==> config.mk <==
export PLATFORM = sky130hd
export DESIGN_NAME = decode_hazard_stage
export DESIGN_NICKNAME = d
export VERILOG_FILES = /design/src/rtl/decode_hazard_stage.sv
export SDC_FILE = /design/constraint.sdc
export NUM_CORES = 2
export LEC_CHECK = 0
export BUFFER_PORTS_ARGS = -buffer_cell sky130_fd_sc_hd__buf_4
export CAP_MARGIN = 20
export CORE_ASPECT_RATIO = 1.75
export CORE_MARGIN = 2
export CORE_UTILIZATION = 55
export DETAILED_ROUTE_END_ITERATION = 6
export PLACE_DENSITY_LB_ADDON = 0.12
export SLEW_MARGIN = 10
export SYNTH_ARGS = -nofsm -noshare
export SYNTH_HDL_FRONTEND = slang
export SYNTH_SLANG_ARGS = --single-unit
export TNS_END_PERCENT = 5
==> constraint.sdc <==
create_clock -name clk_i -period 4.5 [get_ports clk_i]
set_input_delay 0.9 -clock clk_i [delete_from_list [all_inputs] [get_ports clk_i]]
set_output_delay 0.9 -clock clk_i [all_outputs]
set_load 0.05 [all_outputs]
==> src/rtl/decode_hazard_stage.sv <==
// ---------------------------------------------------------------------------
// decode_hazard_stage
//
// RV32I instruction-decode stage with its ID/EX pipeline register. It takes
// one instruction per cycle from fetch, reads the register file (with an
// optional same-cycle writeback bypass), builds the sign-extended immediate
// and branch target, and hands a registered bundle to execute. A load that is
// followed by an instruction consuming its result holds the consumer for one
// cycle and puts a bubble into ID/EX.
//
// Ports
//   clk_i, rst_i           clock, synchronous active-high reset
//   if_valid_i             fetch presents if_instr_i / if_pc_i
//   if_instr_i, if_pc_i    instruction word and its PC
//   id_ready_o             instruction is accepted this cycle
//   ex_ready_i             execute accepts the ID/EX bundle
//   flush_i                redirect from execute, kills decode and ID/EX
//   wb_we_i/wb_rd_i/wb_data_i  register-file write port
//   idex_*_o               registered bundle towards execute
//   stall_cnt_o            saturating count of load-use stall cycles
// ---------------------------------------------------------------------------
module decode_hazard_stage #(
  parameter int XLEN      = 32,
  parameter int NUM_REGS  = 32,
  parameter bit WB_BYPASS = 1'b1
) (
  input  logic            clk_i,
  input  logic            rst_i,
  input  logic            if_valid_i,
  input  logic [31:0]     if_instr_i,
  input  logic [XLEN-1:0] if_pc_i,
  output logic            id_ready_o,
  input  logic            ex_ready_i,
  input  logic            flush_i,
  input  logic            wb_we_i,
  input  logic [4:0]      wb_rd_i,
  input  logic [XLEN-1:0] wb_data_i,
  output logic            idex_valid_o,
  output logic [XLEN-1:0] idex_pc_o,
  output logic [XLEN-1:0] idex_rs1_data_o,
  output logic [XLEN-1:0] idex_rs2_data_o,
  output logic [XLEN-1:0] idex_imm_o,
  output logic [XLEN-1:0] idex_pc_branch_o,
  output logic [4:0]      idex_rs1_o,
  output logic [4:0]      idex_rs2_o,
  output logic [4:0]      idex_rd_o,
  output logic            idex_reg_write_o,
  output logic            idex_is_load_o,
  output logic            idex_illegal_o,
  output logic [15:0]     stall_cnt_o
);

  localparam int IDXW = $clog2(NUM_REGS);

  localparam logic [6:0] OPC_LOAD   = 7'b0000011;
  localparam logic [6:0] OPC_FENCE  = 7'b0001111;
  localparam logic [6:0] OPC_OPIMM  = 7'b0010011;
  localparam logic [6:0] OPC_AUIPC  = 7'b0010111;
  localparam logic [6:0] OPC_STORE  = 7'b0100011;
  localparam logic [6:0] OPC_OP     = 7'b0110011;
  localparam logic [6:0] OPC_LUI    = 7'b0110111;
  localparam logic [6:0] OPC_BRANCH = 7'b1100011;
  localparam logic [6:0] OPC_JALR   = 7'b1100111;
  localparam logic [6:0] OPC_JAL    = 7'b1101111;
  localparam logic [6:0] OPC_SYSTEM = 7'b1110011;

  typedef struct packed {
    logic [XLEN-1:0] pc;
    logic [XLEN-1:0] rs1Data;
    logic [XLEN-1:0] rs2Data;
    logic [XLEN-1:0] imm;
    logic [XLEN-1:0] pcBranch;
    logic [4:0]      rs1;
    logic [4:0]      rs2;
    logic [4:0]      rd;
    logic            regWrite;
    logic            isLoad;
    logic            illegal;
  } bundle_t;

  logic [XLEN-1:0] regFile_q [NUM_REGS];
  bundle_t         idex_q, idex_d;
  logic            idexValid_q, idexValid_d;
  logic [15:0]     stallCnt_q, stallCnt_d;

  logic [6:0]      opcode;
  logic [4:0]      rs1, rs2, rd;
  logic [31:0]     imm32;
  logic [XLEN-1:0] immExt;
  logic            legal, regWriteRaw, usesRs1, usesRs2;
  logic [4:0]      rsIdx  [2];
  logic [XLEN-1:0] rsData [2];
  logic            loadUse, adv, idReady;
  bundle_t         decoded;

  assign opcode   = if_instr_i[6:0];
  assign rd       = if_instr_i[11:7];
  assign rs1      = if_instr_i[19:15];
  assign rs2      = if_instr_i[24:20];
  assign rsIdx[0] = rs1;
  assign rsIdx[1] = rs2;

  // Only 16 or 32 registers exist, so an index is in range unless bit 4 is
  // set on the reduced (RV32E) file.
  function automatic logic inRange(input logic [4:0] idx);
    return (NUM_REGS == 32) || !idx[4];
  endfunction

  // Opcode classification and immediate extraction for the I/S/B/U/J formats.
  always_comb begin
    regWriteRaw = 1'b0;
    legal       = 1'b1;
    usesRs2     = 1'b0;
    imm32       = '0;
    case (opcode)
      OPC_LUI, OPC_AUIPC: begin
        regWriteRaw = 1'b1;
        imm32       = {if_instr_i[31:12], 12'b0};
      end
      OPC_JAL: begin
        regWriteRaw = 1'b1;
        imm32       = {{12{if_instr_i[31]}}, if_instr_i[19:12], if_instr_i[20],
                       if_instr_i[30:21], 1'b0};
      end
      OPC_JALR, OPC_LOAD, OPC_OPIMM: begin
        regWriteRaw = 1'b1;
        imm32       = {{20{if_instr_i[31]}}, if_instr_i[31:20]};
      end
      OPC_OP: begin
        regWriteRaw = 1'b1;
        usesRs2     = 1'b1;
      end
      OPC_STORE: begin
        usesRs2 = 1'b1;
        imm32   = {{20{if_instr_i[31]}}, if_instr_i[31:25], if_instr_i[11:7]};
      end
      OPC_BRANCH: begin
        usesRs2 = 1'b1;
        imm32   = {{20{if_instr_i[31]}}, if_instr_i[7], if_instr_i[30:25],
                   if_instr_i[11:8], 1'b0};
      end
      OPC_FENCE, OPC_SYSTEM: begin
        imm32 = {{20{if_instr_i[31]}}, if_instr_i[31:20]};
      end
      default: legal = 1'b0;
    endcase
  end

  assign usesRs1 = !(opcode == OPC_LUI || opcode == OPC_AUIPC || opcode == OPC_JAL);
  assign immExt  = XLEN'($signed(imm32));

  // Register read ports; out-of-range indices and x0 read as zero, and the
  // writeback port can be forwarded when it targets the register being read.
  always_comb begin
    for (int p = 0; p < 2; p++) begin
      rsData[p] = '0;
      if (rsIdx[p] != 5'd0 && inRange(rsIdx[p])) begin
        if (WB_BYPASS && wb_we_i && wb_rd_i == rsIdx[p]) begin
          rsData[p] = wb_data_i;
        end else begin
          rsData[p] = regFile_q[rsIdx[p][IDXW-1:0]];
        end
      end
    end
  end

  // Bundle that would be captured if the instruction is accepted.
  always_comb begin
    decoded          = '0;
    decoded.pc       = if_pc_i;
    decoded.rs1Data  = rsData[0];
    decoded.rs2Data  = rsData[1];
    decoded.imm      = immExt;
    decoded.pcBranch = if_pc_i + immExt;
    decoded.rs1      = rs1;
    decoded.rs2      = rs2;
    decoded.rd       = rd;
    decoded.regWrite = regWriteRaw && legal;
    decoded.isLoad   = (opcode == OPC_LOAD);
    decoded.illegal  = !legal;
  end

  assign loadUse = idexValid_q && idex_q.isLoad && (idex_q.rd != 5'd0) &&
                   ((usesRs1 && rs1 == idex_q.rd) || (usesRs2 && rs2 == idex_q.rd));
  assign adv     = !idexValid_q || ex_ready_i;
  assign idReady = adv && !loadUse && !flush_i && !rst_i;

  // ID/EX next state: flush beats everything, a free slot either loads the
  // accepted instruction or becomes a bubble, otherwise the bundle is held.
  always_comb begin
    idex_d      = idex_q;
    idexValid_d = idexValid_q;
    if (flush_i) begin
      idexValid_d = 1'b0;
    end else if (adv) begin
      if (if_valid_i && idReady) begin
        idex_d      = decoded;
        idexValid_d = 1'b1;
      end else begin
        idexValid_d = 1'b0;
      end
    end
  end

  // Stall counter only counts real stalls; a flushing cycle is not a stall.
  always_comb begin
    stallCnt_d = stallCnt_q;
    if (if_valid_i && loadUse && !flush_i && stallCnt_q != 16'hFFFF) begin
      stallCnt_d = stallCnt_q + 16'd1;
    end
  end

  always_ff @(posedge clk_i) begin
    if (rst_i) begin
      idex_q      <= '0;
      idexValid_q <= 1'b0;
      stallCnt_q  <= '0;
    end else begin
      idex_q      <= idex_d;
      idexValid_q <= idexValid_d;
      stallCnt_q  <= stallCnt_d;
    end
  end

  // Register file write port; x0 and out-of-range targets are dropped.
  always_ff @(posedge clk_i) begin
    if (rst_i) begin
      for (int r = 0; r < NUM_REGS; r++) begin
        regFile_q[r] <= '0;
      end
    end else if (wb_we_i && wb_rd_i != 5'd0 && inRange(wb_rd_i)) begin
      regFile_q[wb_rd_i[IDXW-1:0]] <= wb_data_i;
    end
  end

  assign id_ready_o       = idReady;
  assign idex_valid_o     = idexValid_q;
  assign idex_pc_o        = idex_q.pc;
  assign idex_rs1_data_o  = idex_q.rs1Data;
  assign idex_rs2_data_o  = idex_q.rs2Data;
  assign idex_imm_o       = idex_q.imm;
  assign idex_pc_branch_o = idex_q.pcBranch;
  assign idex_rs1_o       = idex_q.rs1;
  assign idex_rs2_o       = idex_q.rs2;
  assign idex_rd_o        = idex_q.rd;
  assign idex_reg_write_o = idex_q.regWrite;
  assign idex_is_load_o   = idex_q.isLoad;
  assign idex_illegal_o   = idex_q.illegal;
  assign stall_cnt_o      = stallCnt_q;

endmodule

# After elaboration in Yosys (flattened, before gate mapping)
# Memory sizes are Yosys's and may differ from the RTL's.
# Index checks and enable logic that the tools add are counted.
# totals
word_cells	88
romBits	0
in_bits	107
mem_count	1
ramBits	1024
latch_bits	0
ff_bits	195
# memory_table
name	depth	width	read_ports	rd_ports_with_merged_regs	wr	line	text
regFile_q	32	32	2	0	32	81	logic [XLEN-1:0] regFile_q [NUM_REGS];
# classes
mux	17
add_sub_neg	2
shifts	0
reduce_logical	38
magnitude_cmp	0
multipliers	0
div	0
eq_ne	16
n_bitwise	1
# ops
cell	count
32-bit 2-to-1 mux	5
32-bit one-hot mux with 5 select lines	1
32-bit adder	1
32-bit OR reduction	1
7-bit == test (second input constant)	4
7-bit by 6-bit == test with 1-bit output (second input constant)	3
5-bit == test	4
5-bit nonzero test	4
16-bit by 1-bit adder with 16-bit output (second input constant)	1
1-bit logical AND	16
16-bit != test (second input constant)	1
7-bit by 5-bit == test with 1-bit output (second input constant)	2
11-bit OR reduction	1
1-bit 2-to-1 mux	10
7-bit by 2-bit == test with 1-bit output (second input constant)	1
7-bit by 4-bit == test with 1-bit output (second input constant)	1
7-bit OR reduction	1
1-bit zero test	6
5-bit 2-to-1 mux	1
5-bit OR reduction	1
1-bit logical OR	4
2-bit OR reduction	2
3-bit AND reduction	1
3-bit OR reduction	1
1-bit NOT	1

# Longest topological paths before layout
# logic_depth
ltp_word	13
mapped_depth	18
depth_no_buf	16

# Worst setup path before layout
# Ideal clock, no wire load.
# synth_timing
path_type	input port to flip-flop
start	in if_instr_i[3]
end	reg idex_q (netlist bit idex_pc_branch_o[30])
t_arrival_ns	4.393
t_required_ns	4.438
cell_stages	16
setup_slack_ns	0.045
path_cell_list	clkbuf_2 -> nand2b_1 -> nor4b_1 -> nand2_1 -> o21ai_0 -> ha_1 -> inv_1 -> fa_1 -> nor2b_1 -> o2111ai_1 -> a21oi_1 -> o21ai_0 -> a211oi_1 -> nor4_1 -> or3_1 -> nand3_1
# synth_lines
item	line	text
from (decl)	30	input logic [31:0] if_instr_i,
to (signal assigned)	219	idex_q <= idex_d;
to (decl)	82	bundle_t idex_q, idex_d;

==> impl_metrics.ini <==
[worst_setup_path]
start_kind = input port
regToRegSetupSlack_ps = 1850
worstPathArrival_ps = 4790
setup.worst_path.end_class = register
cp.required_ps = 5180
crit_type = in2reg
cp_max_fo = 7

[grt]
antenna_found_initial = 11
track_usage_pct = 36.0
grt_pass1_vias = 42300
grt_pass1_wl_um = 296000
grt_max_degree = 131
grt_overflow = 0

[power]
p_total_w = 0.0266
power_density_nw_per_um2 = 370
leakage_nw = 25.7
peakVddDrop_v = 0.000361

[sta]
finalSetupViolCount = 0
period_share_pct = 91.2
clock_skew_ps = 25.2
slew_viol_final = 0
tightest_slew_ps = 1110
maxSlewHeadroom_pct = 25.7
fmax_ghz = 0.244
setup_tns_ps = 0
min_period_ps = 4110
rsz0062_at_grt = false
final_hold_viol_count = 0
timing.final.ws_setup_ps = 394

[layout]
final_common_cell = edfxtp_1
final_cell_mix = 1024 x edfxtp_1, 1005 x and2_1, 640 x mux4_2
drive_above_1_share_pct = 29.5
fill_cells = 8604
fin_nets = 4765
synthToLayoutAreaGrowth_pct = 13.1
final_core_util_pct = 62.5
fin_area_um2 = 71800

[drt]
ant_nets = 0
drt-pass1-iter-count = 6
drcViolationCount = 0
drtIter0Drc = 4822
drt_wl_total_um = 211000
viasPerCell = 6.62
dr_total_vias = 41300
wl_per_cell_um = 33.8

[clocking]
ctsHoldBuffers = 0
cts_tree = done
root_buffer = clkbuf_16
clkLatencyLatePin_ps = 760
cts-resized-gates = 0
cts_inserted_buffers = 112
path_clk_slew_ps = 70
h-tree-depth = 3
cts_setup_buffers = 0
cts_buffer_depth = 3
cts.sinks = 1219

[job]
maxCapViolations = 0

[floorplan]
rows = 165
start_util_pct = 55.2
dieWidth_um = 261
die-area_um2 = 118000
io_pins = 303
die_y_um = 454
coreArea_um2 = 115000

[min_path]
hold_path.class = in2reg

[synthesis]
yosys.area.top_type = edfxtp_1
muxShareOfSynthArea_pct = 23.7
synth_top_family_by_area = multiplexers
synth_cell_types = 66
synth_top_area_share_pct = 48.4
ys_seq_area_share_pct = 54.5
yosys.area_share.xor_xnor_pct = 0.744
netlist_area_um2 = 63500
synth_area_leaders = edfxtp_1 48%, mux4_2 23%, and2_1 9.9%
ys_ff_latch = 1219
synthCells = 4424
synth_fa_ha_area_share_pct = 0.662
synth_compound_area_share_pct = 3.26
synth-main-ff-cell = edfxtp_1
postSynthAreaPerCell_um2 = 14.4
synth-simple-area-share_pct = 14.1
yosysWarnings = 0
synth_edf_count = 1024
async_flop_share_pct = 0

[status]
outcome = completed

[place]
pre_cts_slack_ps = -313
dpl.hpwl_um = 126000
port_buffers = 302
gp_congestion = 0.886
postPlaceCellArea_um2 = 68100
[cells by family (layout without fill, tap and decap cells)]
logic type,after synthesis,count (layout)
compound gates,361,361
xor+xnor,54,54
fa+ha+maj,33,33
buf+inv,451,716
flops,1219,1219
mux,706,706
other cells,1,38
simple gates,1599,1599
[area by class of cell]
type                       instances  area [um^2]  share of cell area [%]
antenna                            6         15.0                  0.0209
clock buffer                     151         3210                    4.47
clock inverter                    58          534                   0.744
inverter                          15         56.3                  0.0784
multi-input combinational       2785        27400                    38.1
sequential                      1219        34700                    48.2
tap                             1503         1880                    2.62
timing repair buffer             492         4120                    5.74
[Yosys cell counts, types with 4 or more instances]
cell type,instances
a211oi_1,12
a21o_1,34
a21oi_1,169
a31oi_1,5
and2_1,1005
and3_1,9
buf_1,32
buf_2,66
buf_4,23
buf_6,4
clkbuf_1,310
dfxtp_1,195
edfxtp_1,1024
ha_1,32
inv_1,15
mux2i_1,66
mux4_2,640
nand2_1,246
nand2b_1,4
nand3_1,14
nand3b_1,19
nand4_1,9
nor2_1,181
nor2b_1,7
nor3_1,40
nor3b_1,6
nor4_1,4
o211ai_1,6
o21a_1,5
o21ai_0,54
o21ai_1,45
or2_2,32
or3_1,8
xnor2_1,23
xor2_1,31
[through the flow]
stage               hold WS [ps]  instances
floorplan                    659       4455
global route                 400       6224
finish                       402       6229
global placement             436       6014
CTS                          371       6223
detailed placement           443       6014
[flip-flops by register name, summed over array words and instances, names as in the netlist]
signal	count
idex_illegal_o	1
idex_imm_o	32
idex_is_load_o	1
idex_pc_branch_o	32
idex_pc_o	32
idex_rd_o	5
idex_reg_write_o	1
idex_rs1_data_o	32
idex_rs1_o	5
idex_rs2_data_o	32
idex_rs2_o	5
idex_valid_o	1
regFile_q	1024
stall_cnt_o	16
[critical path: stages]
cell and delay [ps]:
buf_4 140, a211oi_1 240, a21oi_1 70, o21a_1 190
nor2_1 160, and2_1 370, buf_4 210, a21o_1 110
ha_1 140, buf_4 140, and3_1 180, nand3_1 100
o211ai_1 280, nor3_1 120, buf_4 160, a211oi_1 680
nor4_1 120, or3_1 400, nand3_1 70
[routing by layer]
metal  up-vias  share of wire [%]  global-route usage (%)
met5         -              0.010                       0
met4         4                7.5                    23.2
met1     20900                 32                    40.0
li1      17000                  -                       -
met2      2557                 51                    62.1
met3       735                9.3                    7.79
[power by group]
part	total [W]	internal [W]	switching [W]
combinational	0.00361	0.00154	0.00207
sequential	0.0131	0.0128	0.000307
clock	0.00987	0.00548	0.00439
[path summary, 6_finish.rpt]
kind | endpoint | start | cells past startpoint
worst min register to register | idex_rs2_data_o[19] | idex_rs2_data_o[19] | 2
worst max register to register | idex_rs1_data_o[30] | idex_rd_o[4] | 8
worst min-delay path | idex_pc_o[6] | if_pc_i[6] | 3
worst max-delay path | idex_pc_branch_o[30] | if_instr_i[5] | 19
(Power assumes the default switching activity.)
